==> src/rtl/grid_board_ctrl.sv <==
// ---------------------------------------------------------------------------
// grid_board_ctrl
//
// Purpose:
//   Board store for the grid-game datapath. It holds a ROWS x COLS array of
//   cell markers: 0 means empty, and 1..PLAYERS is the player who owns the
//   cell. Move requests arrive on a valid/ready handshake. Each move is
//   checked for range, turn order and occupancy before its cell is written.
//   The block tracks whose turn it is and how many moves have been played.
//   A clear request wipes the board one row per cycle.
//
// Ports:
//   clk, rst_n           single clock; asynchronous active-low reset
//   clear_req            start a board clear sweep (ignored while sweeping)
//   move_valid           move request present
//   move_player          player placing the marker
//   move_row, move_col   target cell
//   move_ready           high while idle; a move can be evaluated this cycle
//   move_ack             one-cycle pulse after an accepted move
//   move_err             one-cycle pulse after a rejected move
//   err_code             rejection reason (0 preempted, 1 range, 2 turn,
//                        3 occupied); zero whenever move_err is low
//   turn                 player expected to move next
//   move_count           accepted moves since reset or the last clear
//   board_full           every cell has been played
//   busy                 clear sweep in progress
//   rd_row, rd_col       random-access read address
//   rd_cell              cell at the read address; 0 when out of range
//   board_flat           all cells; cell (r,c) at [(r*COLS+c)*CW +: CW]
// ---------------------------------------------------------------------------
module grid_board_ctrl #(
  parameter int ROWS    = 5,
  parameter int COLS    = 5,
  parameter int PLAYERS = 2,
  parameter int CW      = $clog2(PLAYERS + 1),
  parameter int RW      = $clog2(ROWS),
  parameter int KW      = $clog2(COLS),
  parameter int NW      = $clog2(ROWS * COLS + 1)
) (
  input  logic                    clk,
  input  logic                    rst_n,
  input  logic                    clear_req,
  input  logic                    move_valid,
  input  logic [CW-1:0]           move_player,
  input  logic [RW-1:0]           move_row,
  input  logic [KW-1:0]           move_col,
  output logic                    move_ready,
  output logic                    move_ack,
  output logic                    move_err,
  output logic [1:0]              err_code,
  output logic [CW-1:0]           turn,
  output logic [NW-1:0]           move_count,
  output logic                    board_full,
  output logic                    busy,
  input  logic [RW-1:0]           rd_row,
  input  logic [KW-1:0]           rd_col,
  output logic [CW-1:0]           rd_cell,
  output logic [ROWS*COLS*CW-1:0] board_flat
);

  localparam logic [0:0] ST_IDLE  = 1'b0;
  localparam logic [0:0] ST_CLEAR = 1'b1;

  // The limits get one extra bit so that an index can be compared with
  // ROWS or COLS even when the count is a power of two.
  localparam logic [RW:0]   ROW_LIMIT   = (RW + 1)'(ROWS);
  localparam logic [KW:0]   COL_LIMIT   = (KW + 1)'(COLS);
  localparam logic [RW-1:0] LAST_ROW    = RW'(ROWS - 1);
  localparam logic [CW-1:0] FIRST_PLAYER = CW'(1);
  localparam logic [CW-1:0] LAST_PLAYER = CW'(PLAYERS);
  localparam logic [NW-1:0] CELL_TOTAL  = NW'(ROWS * COLS);

  localparam logic [1:0] ERR_PREEMPT  = 2'd0;
  localparam logic [1:0] ERR_RANGE    = 2'd1;
  localparam logic [1:0] ERR_TURN     = 2'd2;
  localparam logic [1:0] ERR_OCCUPIED = 2'd3;

  logic [0:0]    state;
  logic [RW-1:0] ptr;

  // The packed layout places cell (0,0) in the least significant bits and
  // row-major order above it, so board_flat is a direct copy of the store.
  logic [ROWS-1:0][COLS-1:0][CW-1:0] cells;

  logic          move_in_range;
  logic          rd_in_range;
  logic [CW-1:0] target_cell;
  logic          evaluate;
  logic          accept_ok;
  logic          accept_move;
  logic [1:0]    reject_code;
  logic [CW-1:0] next_turn;

  assign move_in_range = ({1'b0, move_row} < ROW_LIMIT) && ({1'b0, move_col} < COL_LIMIT);
  assign rd_in_range   = ({1'b0, rd_row} < ROW_LIMIT) && ({1'b0, rd_col} < COL_LIMIT);

  // Occupancy lookup for the requested cell. An out-of-range address never
  // reaches the occupancy check, so it reads as empty instead of indexing
  // past the array.
  always_comb begin
    target_cell = '0;
    if (move_in_range) begin
      target_cell = cells[move_row][move_col];
    end
  end

  // Checks in priority order: the first one that fails sets the reject
  // code. A move offered together with a clear request loses to the clear.
  always_comb begin
    accept_ok   = 1'b0;
    reject_code = ERR_PREEMPT;
    if (clear_req) begin
      reject_code = ERR_PREEMPT;
    end else if (!move_in_range) begin
      reject_code = ERR_RANGE;
    end else if (move_player != turn) begin
      reject_code = ERR_TURN;
    end else if (target_cell != '0) begin
      reject_code = ERR_OCCUPIED;
    end else begin
      accept_ok = 1'b1;
    end
  end

  assign evaluate    = move_valid && (state == ST_IDLE);
  assign accept_move = evaluate && accept_ok;
  assign next_turn   = (turn == LAST_PLAYER) ? FIRST_PLAYER : turn + CW'(1);

  // Control state: the IDLE/CLEAR sequencing, the sweep row pointer, turn
  // and move bookkeeping, and the registered ack/err pulses. The pulses are
  // recomputed every cycle, so each one lasts exactly one cycle. A clear
  // honoured in IDLE resets the bookkeeping at once, while the cells are
  // wiped over the following ROWS cycles.
  always_ff @(posedge clk or negedge rst_n) begin
    if (!rst_n) begin
      state      <= ST_IDLE;
      ptr        <= '0;
      turn       <= FIRST_PLAYER;
      move_count <= '0;
      move_ack   <= 1'b0;
      move_err   <= 1'b0;
      err_code   <= 2'd0;
    end else begin
      move_ack <= accept_move;
      move_err <= evaluate && !accept_ok;
      err_code <= (evaluate && !accept_ok) ? reject_code : 2'd0;
      case (state)
        ST_IDLE: begin
          if (clear_req) begin
            state      <= ST_CLEAR;
            ptr        <= '0;
            turn       <= FIRST_PLAYER;
            move_count <= '0;
          end else if (accept_move) begin
            move_count <= move_count + NW'(1);
            turn       <= next_turn;
          end
        end
        ST_CLEAR: begin
          ptr <= ptr + RW'(1);
          if (ptr == LAST_ROW) begin
            state <= ST_IDLE;
          end
        end
        default: begin
          state <= ST_IDLE;
        end
      endcase
    end
  end

  // Cell store: only the sweep and an accepted move ever write it. While
  // the sweep runs no move can be accepted, so the two writes never meet.
  always_ff @(posedge clk or negedge rst_n) begin
    if (!rst_n) begin
      cells <= '0;
    end else if (state == ST_CLEAR) begin
      cells[ptr] <= '0;
    end else if (accept_move) begin
      cells[move_row][move_col] <= move_player;
    end
  end

  // Random-access read. An out-of-range address reads as empty.
  always_comb begin
    rd_cell = '0;
    if (rd_in_range) begin
      rd_cell = cells[rd_row][rd_col];
    end
  end

  assign move_ready = (state == ST_IDLE);
  assign busy       = (state == ST_CLEAR);
  assign board_full = (move_count == CELL_TOTAL);
  assign board_flat = cells;

endmodule

==> config.mk <==
export PLATFORM = sky130hd
export DESIGN_NAME = grid_board_ctrl
export DESIGN_NICKNAME = d
export VERILOG_FILES = /design/src/rtl/grid_board_ctrl.sv
export SDC_FILE = /design/constraint.sdc
export NUM_CORES = 1
export LEC_CHECK = 0
export ABC_AREA = 1
export ABC_CLOCK_PERIOD_IN_PS = 2170
export CAP_MARGIN = 25
export CORE_AREA = 2 2 114 116
export CTS_CLUSTER_SIZE = 25
export DETAILED_ROUTE_END_ITERATION = 12
export DIE_AREA = 0 0 116 118
export MAX_ROUTING_LAYER = met4
export SLEW_MARGIN = 30
export SYNTH_ARGS = -nofsm -noshare
export SYNTH_HDL_FRONTEND = slang
export SYNTH_SLANG_ARGS = --single-unit
export TNS_END_PERCENT = 30
==> constraint.sdc <==
create_clock -name clk -period 2.17 [get_ports clk]
set_input_delay 0.434 -clock clk [delete_from_list [all_inputs] [get_ports clk]]
set_output_delay 0.434 -clock clk [all_outputs]
set_load 0.03 [all_outputs]
==> results.md <==
- Status: finished with violations
- Failing checks: negative setup slack
- Post-synth top area cell: dfrtp_1
- Place WS: -631 ps
- Count of flip-flops with a built-in enable after synthesis: 0
- Layout Utilization: 0.563
- Max cap viols: 0
- Setup crit start kind: flop
- Cells after Synth: 737
- DRC: 0
- Row count: 41
- Share of cells above drive strength 1: 0.173
- Crit path cell chain: buf_6, o21ai_2, o21ai_1, nand2_1, o21ai_1, o211ai_1, nand3_1, nand2_1, nand2_1, buf_6
- Cell count along the critical path: 10
- Final Skew: 7.43 ps
- Fmax: 453 MHz
- CP Data Required Time: 1740 ps
- Die footprint: 13700 µm²
- #FFs+latches synth: 65
- GRT Total Usage: 0.311
- Syn avg cell area: 6.63 µm²
- Critical Path AT: 1770 ps
- Ant. Diodes: 0
- Final hold viol count: 0
- Distinct cell type count after synthesis: 32
- Top-area cell type share of the netlist area: 0.328
- Clk_lat worst skew: 350 ps
- Antenna violations before repair: 0
- Ys async rst share: 1.00
- Die Span Y: 118 µm
- Largest net degree at the start of global routing: 66
- Count leader, synth: nand3_1
- Synth-to-layout area growth: 43.1%
- Clk pin slew, worst setup/hold paths: 60 ps
- Wirelength, routed: 20.4 mm
- PwrDens: 793 nW/µm²
- DP Cell Count: 1010
- Initial cell density of the core: 0.393
- CTS tree: done
- CTS Sinks: 65
- Top_reg_cell synth: dfrtp_1
- Overflow after GRT: 0
- Crit-path most repeated cell: nand2_1
- Fin cells: 1050
- Placement-stage cell area: 6220 µm²
- CP Max Fanout: 2
- CTS buffer count: 9
- Post-route setup slack: -37.4 ps
- Worst path slowest cell: dfrtp_1
- CP endpoint kind: output pin
- Pleak: 3.09 nW
- Largest cells by area after synthesis: dfrtp_1, nand3_1, nand2_1
- Antenna-violating nets left: 0
- Nets: 895
- Peak supply drop: 597 µV
- Vias per cell: 5.72
- Unrepaired setup endpoints after global routing: yes
- Final Cell Area: 6990 µm²
- # IOs: 84
- First-pass GRT wire length: 31.4 mm
- Reg2reg path depth: 14
- Top delay family on crit path: compound AO/OA/AOI/OAI gates
- Most frequent cells after synthesis: nand3_1, nand2_1, inv_1
- DR vias: 6002
- Routability cong.: 0.920
- Fin. max-slew vios: 0
- Mapped Nets: 759
- CTS Buffer Depth: 2
- Fill cells: 1227
- Slew margin rel.: 0.715
- Core Footprint: 12400 µm²
- Hold_buf cts: 0
- DRT iter0 DRCs: 517
- Synth warnings: 0
- Root buf cell: clkbuf_16
- Slew at the pin closest to its max-slew limit: 427 ps
- # setup viols final: 2
- Wire length per cell: 19.4 µm
- CP Class: flop to output pin
- Tcrit/Tclk final: 1.02
- Register area share after synthesis: 0.333
- CP Buf/Inv Count: 2
- Worst Hold Class: primary input to async pin
- Number of global-route vias before repair: 5825
- Dpl hpwl: 14.2 mm
- Drt first pass iters: 5
- Worst path max stage delay: 400 ps
- Port Buffers: 83
- Minimum clock period: 2210 ps
- Mapped Area: 4880 µm²
- H-tree depth: 3
- Die Wd: 116 µm
-- report_power, final --
part	leakage (nW)	internal, mW	total [mW]	switching (mW)
clock	0.144	1.01	1.59	0.586
sequential	0.884	1.31	1.44	0.127
combinational	2.06	0.925	2.51	1.59
-- per-stage QoR --
stage	hold WS, ps	power, mW	TNS [ps]
2_1_floorplan	138	2.72	0
3_3_place_gp	481	3.51	-32540
3_5_place_dp	485	3.57	-35380
4_1_cts	114	5.38	-129
5_1_grt	116	5.80	-364
6_report	85.5	5.54	-49.6
-- metal layers --
layer,global-route usage,up-vias,part of all wire
met5,-,-,0
met4,0.147,0,0.036
met3,0.0494,55,0.067
met2,0.467,270,0.47
met1,0.407,2879,0.42
li1,-,2798,-
-- flip-flops by register name, summed over array words and instances, names as in the netlist --
name and flops:
board_flat 50, move_count 5, ptr 3, err_code 2, turn 2, busy 1
move_ack 1, move_err 1
-- cell families (layout without fill, tap and decap cells) --
logic type,Yosys count,after routing,share of synthesized area
AO/OA/AOI/OAI,126,126,0.160
XOR/XNOR,6,6,0.0108
adder cells (fa/ha/maj),4,4,0.0102
buffers and inverters,140,281,0.119
flip-flops,65,65,0.333
AND/OR/NAND/NOR,396,396,0.367
-- what timing repair did --
item                                    in CTS  in global routing
setup buffers                               10                  6
endpoints found under the hold margin        0                  0
gates resized for setup                     55                 42
cloned                                       7                  1
pin swaps                                    9                 19
endpoints found under the setup margin      64                 59
-- final cells by class --
cell class / count / area, µm² / area share
flip-flops and latches: 65 / 1630 / 0.234
well taps: 172 / 215 / 0.0308
repair buffers: 164 / 1640 / 0.235
clock buffers: 13 / 240 / 0.0344
clock inverters: 3 / 67.6 / 0.00967
inverters: 101 / 388 / 0.0555
multi-input cells: 532 / 2800 / 0.401
-- cells in the final DEF (no fill, tap or decap), drive strengths merged, types with 2 or more instances in the layout --
master         synthesis  routed
o211ai                 3       3
a21oi                 20      20
clkdlybuf4s50          0      72
clkinv                 1       2
dlygate4sd2            0       3
buf                   18      85
xnor2                  2       2
nor2                  67      67
clkbuf                21      16
o32ai                 36      36
bufinv                 0       2
dfrtp                 64      64
inv                  100      99
nand3                148     148
nand2                144     144
ha                     4       4
o21ai                 64      64
xor2                   4       4
or2                    2       2
nor3                   8       8
nand4                 27      27
-- final timing paths --
path	from	endpoint	slack (ps)
setup / recovery	board_flat[26]	rd_cell[0]	-40
hold / removal	rst_n	board_flat[13]	90
setup reg to reg	board_flat[22]	board_flat[26]	120
hold reg to reg	board_flat[8]	board_flat[8]	530
max in group asynchronous	rst_n	turn[0]	1740
min in group clk	board_flat[8]	board_flat[8]	530
-- worst register-to-register path, stage by stage (launching register included) --
cell,delay (ps)
dfrtp_1,380
or2_2,310
nand2_1,70
nand2_1,60
nor2_2,140
nand2_1,80
nand3_2,70
nand2_2,80
nor2_4,140
nand3_4,130
nand2_8,130
buf_12,120
clkbuf_16,150
nand3_1,70
nand2_1,60
Power figures use the tool's default switching activity.
